==> src/rtl/alu_mul_seq.sv <==
// rtl/alu_mul_seq.sv - shift-and-add 8x8 multiply sequencer driving a shared combinational ALU
module alu_mul_seq (
    input  logic        clk,
    input  logic        rst,
    input  logic        start,
    input  logic [7:0]  op_a,
    input  logic [7:0]  op_b,
    output logic        busy,
    output logic        done,
    output logic [15:0] product,
    output logic [7:0]  alu_a,
    output logic [7:0]  alu_b,
    output logic [1:0]  alu_sel,
    output logic [1:0]  alu_load_shift,
    input  logic [7:0]  alu_result,
    input  logic        alu_cout,
    input  logic        alu_zout
);

    typedef enum logic [1:0] {
        S_IDLE  = 2'd0,
        S_ADD   = 2'd1,
        S_SHIFT = 2'd2,
        S_DONE  = 2'd3
    } state_t;

    localparam logic [1:0] SEL_ADD   = 2'b10;
    localparam logic [1:0] SEL_LDSH  = 2'b00;
    localparam logic [1:0] LS_ZERO   = 2'b00;
    localparam logic [1:0] LS_PASS   = 2'b10;
    localparam logic [1:0] LS_SHR    = 2'b11;

    state_t     r_state;
    logic [7:0] r_mcand;
    logic [7:0] r_acc;
    logic [7:0] r_mq;
    logic       r_c;
    logic [2:0] r_cnt;

    // The zero flag carries no information the sequencer needs.
    logic w_unused_zout;
    assign w_unused_zout = alu_zout;

    // Status and product are pure decodes of registered state, so reset clears them at once.
    always_comb begin
        busy    = (r_state != S_IDLE);
        done    = (r_state == S_DONE);
        product = {r_acc, r_mq};
    end

    // ALU drive: add only when the current multiplier bit is set, otherwise pass acc or shift it.
    always_comb begin
        alu_a          = 8'h00;
        alu_b          = 8'h00;
        alu_sel        = SEL_LDSH;
        alu_load_shift = LS_ZERO;
        case (r_state)
            S_ADD: begin
                alu_a = r_acc;
                if (r_mq[0]) begin
                    alu_b   = r_mcand;
                    alu_sel = SEL_ADD;
                end else begin
                    alu_load_shift = LS_PASS;
                end
            end
            S_SHIFT: begin
                alu_a          = r_acc;
                alu_load_shift = LS_SHR;
            end
            default: begin
                alu_a          = 8'h00;
            end
        endcase
    end

    // Sequencer: 8 ADD/SHIFT pairs, carry re-enters acc[7] on each shift, acc[0] moves into mq.
    always_ff @(posedge clk or posedge rst) begin
        if (rst) begin
            r_state <= S_IDLE;
            r_mcand <= 8'h00;
            r_acc   <= 8'h00;
            r_mq    <= 8'h00;
            r_c     <= 1'b0;
            r_cnt   <= 3'd0;
        end else begin
            case (r_state)
                S_IDLE: begin
                    if (start) begin
                        r_mcand <= op_a;
                        r_mq    <= op_b;
                        r_acc   <= 8'h00;
                        r_c     <= 1'b0;
                        r_cnt   <= 3'd0;
                        r_state <= S_ADD;
                    end
                end
                S_ADD: begin
                    r_acc   <= alu_result;
                    r_c     <= r_mq[0] ? alu_cout : 1'b0;
                    r_state <= S_SHIFT;
                end
                S_SHIFT: begin
                    r_acc   <= {r_c, alu_result[6:0]};
                    r_mq    <= {r_acc[0], r_mq[7:1]};
                    r_c     <= 1'b0;
                    r_cnt   <= r_cnt + 3'd1;
                    r_state <= (r_cnt == 3'd7) ? S_DONE : S_ADD;
                end
                S_DONE: begin
                    r_state <= S_IDLE;
                end
                default: begin
                    r_state <= S_IDLE;
                end
            endcase
        end
    end

endmodule

==> config.mk <==
export PLATFORM = sky130hd
export DESIGN_NAME = alu_mul_seq
export DESIGN_NICKNAME = d
export VERILOG_FILES = /design/src/rtl/alu_mul_seq.sv
export SDC_FILE = /design/constraint.sdc
export NUM_CORES = 1
export LEC_CHECK = 0
export CAP_MARGIN = 40
export CORE_MARGIN = 4
export CORE_UTILIZATION = 45
export DETAILED_ROUTE_END_ITERATION = 6
export PLACE_DENSITY = 0.85
export SETUP_SLACK_MARGIN = 0.02
export SYNTH_ARGS = -nofsm -noshare
export SYNTH_HDL_FRONTEND = slang
export SYNTH_SLANG_ARGS = --single-unit
==> constraint.sdc <==
create_clock -name clk -period 2.6 [get_ports clk]
set_clock_uncertainty 0.05 [all_clocks]
set_input_delay 0.39 -clock clk [delete_from_list [all_inputs] [get_ports clk]]
set_output_delay 0.39 -clock clk [all_outputs]
set_load 0.02 [all_outputs]
* Word level (Yosys, flattened, before mapping)
Cells that the tools add are included.
** Storage, ports and cells
- Register bits after elaboration :: 30
- Input port bits :: 29
- Output and inout port bits :: 38
- Word-level logic and storage cells :: 39
** Operators by class
- Add/sub/neg operators :: 1
- Equality and inequality tests :: 5
- Mux-type cells :: 19
- Reduce and logical (&&, ||, !) cells :: 8
** Operators with widths (count)
- two-way mux 8 bit :: 5
- one-hot mux 8 bit (3 select lines) :: 1
- one-hot mux 8 bit (2 select lines) :: 1
- two-way mux 2 bit :: 5
- one-hot mux 2 bit (4 select lines) :: 1
- one-hot mux 3 bit (2 select lines) :: 1
- AND reduction 2 bit :: 3
- == test 2 bit (second input constant) :: 2
- one-hot mux 2 bit (2 select lines) :: 1
- nonzero test 2 bit :: 2
- adder 3 x 1 -> 3 bit (second input constant) :: 1
- == test 3 bit (second input constant) :: 1
- two-way mux 3 bit :: 1
- one-hot mux 1 bit (3 select lines) :: 1
- nonzero test 3 bit :: 1
- == test 2 x 1 -> 1 bit (second input constant) :: 1
- logical NOT 2 bit :: 1
- two-way mux 1 bit :: 2
- != test 2 bit (second input constant) :: 1
- OR reduction 2 bit :: 1

* Logic depth before layout (Yosys ltp)
- Depth in word-level cells :: 3
- Depth in mapped cells :: 7
- Depth with buffers taken out :: 5

* Least setup slack after synthesis
Ideal clock, no wire load.
- Path type :: register to output
- Start :: reg r_state[0]
- End :: out alu_a[6]
- Arrival :: 1.251 ns
- Data required time :: 2.160 ns
- Setup slack :: 0.909 ns
- Stages on the path, launching flop included :: 5
- Path buffers :: 1
- Cell sequence :: dfrtp_1 inv_1 ha_1 clkbuf_1 and2_1
** Between the ends
- Longest elaborated chain between the ends :: 3
- Elaborated cells between the ends (all ways) :: 4
- Those cells by class :: 2 x eq/ne; 1 x mux; 1 x reduce/logical
** Ends and longest elaborated chain
- start: declaration :: RTL line 33 : state_t r_state;
- start signal: assignment :: RTL line 108 : r_state <= (r_cnt == 3'd7) ? S_DONE : S_ADD;
- == test 2 bit or == test 2 x 1 -> 1 bit (tied branches) :: RTL line 57 : case (r_state)
- OR reduction 2 bit (no line) *
- two-way mux 8 bit * :: RTL line 57
- end: declaration :: RTL line 11 : output logic [7:0] alu_a,
Every way passes the cells marked *; elsewhere a longest branch is shown, timed or not.

* Worst setup path in the final report
- Start :: reg r_state[1]
- End :: out alu_a[3]
The elaborated chain is that of the path after synthesis.

==> metrics.yaml <==
slowest_delay_ps: 600
die_h_um: 66.67
period_share: 0.9831
cts_buffer_depth: 2
grtUsageTotal: 0.1821
route.detailed.drc: 0
core_area_um2: 3337
finalSetupViolations: 0
synth_area_per_cell_um2: 11.31
cp_cell_sequence: "inv_1 -> ha_2 -> and2_1 -> clkdlybuf4s50_1"
crit_type: "register to primary output"
detailedRoute.firstIterationViolations: 68
rows: 21
dieWidth_um: 66.67
synth_cells: 137
gp_congestion: 0.8074
wl_um: 3730
min_period_ps: 2556
via_per_inst: 5.333
status: "finished clean"
antenna_cells: 0
rsz0062_at_grt: "yes"
cts.sinks: 30
powerDensity_nw_per_um2: 1199
layout-drive-gt1-share: 0.1921
leakage_nw: 0.9903
arrival_ps: 2120
maxSlewViolCount: 0
fmax_mhz: 391.2
io_pins: 67
slew_headroom: 0.4118
port_buffers: 64
finalPower_mw: 2.727
synth_top_area_share: 0.4847
grt_pass1_wl_um: 6092
synth_cell_types: 36
worst_hold_path_type: "input port to asynchronous set/reset pin"
wire_per_inst_um: 14.98
synthTopCellsByArea: "dfrtp_1 48%, ha_1 6.5%, mux2_2 5.8%"
cts_tree: "done"
ys_seq_elements: 30
crit_family: "buffers and inverters"
cp-end-kind: "primary output"
worst_pin_slew_ps: 857.7
via_count: 1328
final_nets: 241
worst_setup_path_start_kind: "register"
cp_max_fo: 12
cap_violations: 0
ys_warn_count: 0
crit_buf_inv: 2
ant_nets: 0
critPathSlowestCell: "clkdlybuf4s50_1"
place_hpwl_um: 2845
syn_area_um2: 1549
cts_buffers: 5
drt_pre_antenna_iters: 4
synth.net_count: 174
synth_area_leader_cell: "dfrtp_1"
synthToLayoutAreaGrowth_pct: 46.85
clock_latency_ps: 330
clk_pin_slew_ps: 90
grt_overflow: 0
cp.required_ps: 2160
fill_cells: 276
root_buffer: "clkbuf_4"
fp.dieArea_um2: 4445
synth-seq-area-share: 0.4847
grt_pass1_vias: 1335
start_util: 0.4642
fin_util: 0.6817
h-tree-depth: 2
grt_max_degree: 31
timing.final.hold_violations: 0
vdd_ir_drop_max_mv: 0.6805
antenna_found_initial: 0
==> per-stage QoR <==
step	worst slack [ps]	setup TNS, ps	hold slack, ps	instances	area (µm²)
floorplan	908.6	0	399.3	137	1549
global placement	334.2	0	420.4	243	2222
detailed placement	276.1	0	430.6	243	2222
CTS	52.86	0	393.8	249	2275
global route	-38.39	-294.2	410.2	249	2275
finish	43.83	0	373.4	249	2275
==> registers in the layout, indices dropped and copies added (netlist names) <==
signal   cells
r_state      2
r_mcand      8
r_cnt        3
r_c          1
r_mq         8
r_acc        8
==> cells in the mapped netlist (all sizes together) <==
cell type and number:
dfrtp 30, and2 9, nand2 9, and3 8, ha 8, mux2 8
o21ai 8, o221a 7, inv 6, or2 6, a22o 5, buf 5
nor2 5, a21oi 4, a32o 2, clkbuf 2, nand3b 2, a22oi 1
a31oi 1, conb 1, mux2i 1, nand3 1, nor2b 1, nor3 1
nor3b 1, o211a 1, o31ai 1, or2b 1, or3 1, xnor2 1
==> final cells by class <==
cell class,count,area [µm²],share of cell area
clock buffers,6,51.30,0.02255
flip-flops and latches,30,750.7,0.3300
well taps,46,57.56,0.02530
repair buffers,67,661.9,0.2910
multi-input cells,94,730.7,0.3212
inverters,6,22.52,0.009901
==> worst min-delay path: stages <==
cell,delay [ps]
clkdlybuf4s50_1,400
inv_1,50
buf_4,330
==> cells in the final DEF, fill, tap and decap left out, types with 2 or more instances in the layout <==
master	instances
inv_1	6
o221a_2	7
clkdlybuf4s50_1	63
or2_2	6
and2_1	9
clkbuf_4	5
a22o_1	5
ha_1	7
dfrtp_1	30
mux2_2	8
nor2_1	4
o21ai_0	8
a21oi_1	4
a32o_1	2
nand2_1	7
buf_4	3
and3_1	8
==> path summary, 6_finish.rpt <==
check / from / endpoint / slack (ps) / depth (start not counted)
worst max-delay path: r_state[1] / alu_a[3] / 40 / 4
worst min-delay path: rst / r_mcand[1] / 370 / 3
worst max register to register: r_state[0] / r_c / 570 / 4
worst min register to register: r_c / r_c / 450 / 2
max in group asynchronous: rst / r_acc[0] / 1850 / 3
min in group clk: r_c / r_c / 450 / 2
==> repair_timing <==
item	in CTS	in global routing
resized for setup	2	0
hold buffers	0	0
buffers inserted	0	0
endpoints found under the setup margin	9	16
pin swaps	0	0
==> layer usage <==
| layer | part of all wire | wire, µm | global-route usage | vias up |
|---|---|---|---|---|
| met1 | 0.41 | 1545 | 0.2270 | 649 |
| met5 | 0 | 0 | 0 | - |
| met4 | 0.020 | 73 | 0.07614 | 0 |
| met2 | 0.49 | 1835 | 0.2871 | 51 |
| li1 | - | - | - | 617 |
| met3 | 0.074 | 276 | 0.06071 | 11 |
==> cell families (layout without fill, tap and decap cells) <==
| kind of cell | count (synthesis) | after routing | synth area share |
|---|---|---|---|
| other cells | 1 | 1 | 0.002421 |
| xor+xnor | 1 | 1 | 0.005655 |
| simple gates | 45 | 45 | 0.1785 |
| mux | 9 | 9 | 0.06462 |
| buf+inv | 13 | 79 | 0.04524 |
| compound gates | 30 | 30 | 0.1543 |
| fa+ha+maj | 8 | 8 | 0.06462 |
| flops | 30 | 30 | 0.4847 |
==> where the power goes <==
group / leakage [nW] / internal, mW / switching [mW]
registers: 0.361 / 0.665 / 0.155
clock network: 0.0302 / 0.122 / 0.151
logic: 0.599 / 0.791 / 0.845
total: 0.990 / 1.58 / 1.15
No activity file was read; power rests on OpenSTA's default activity.
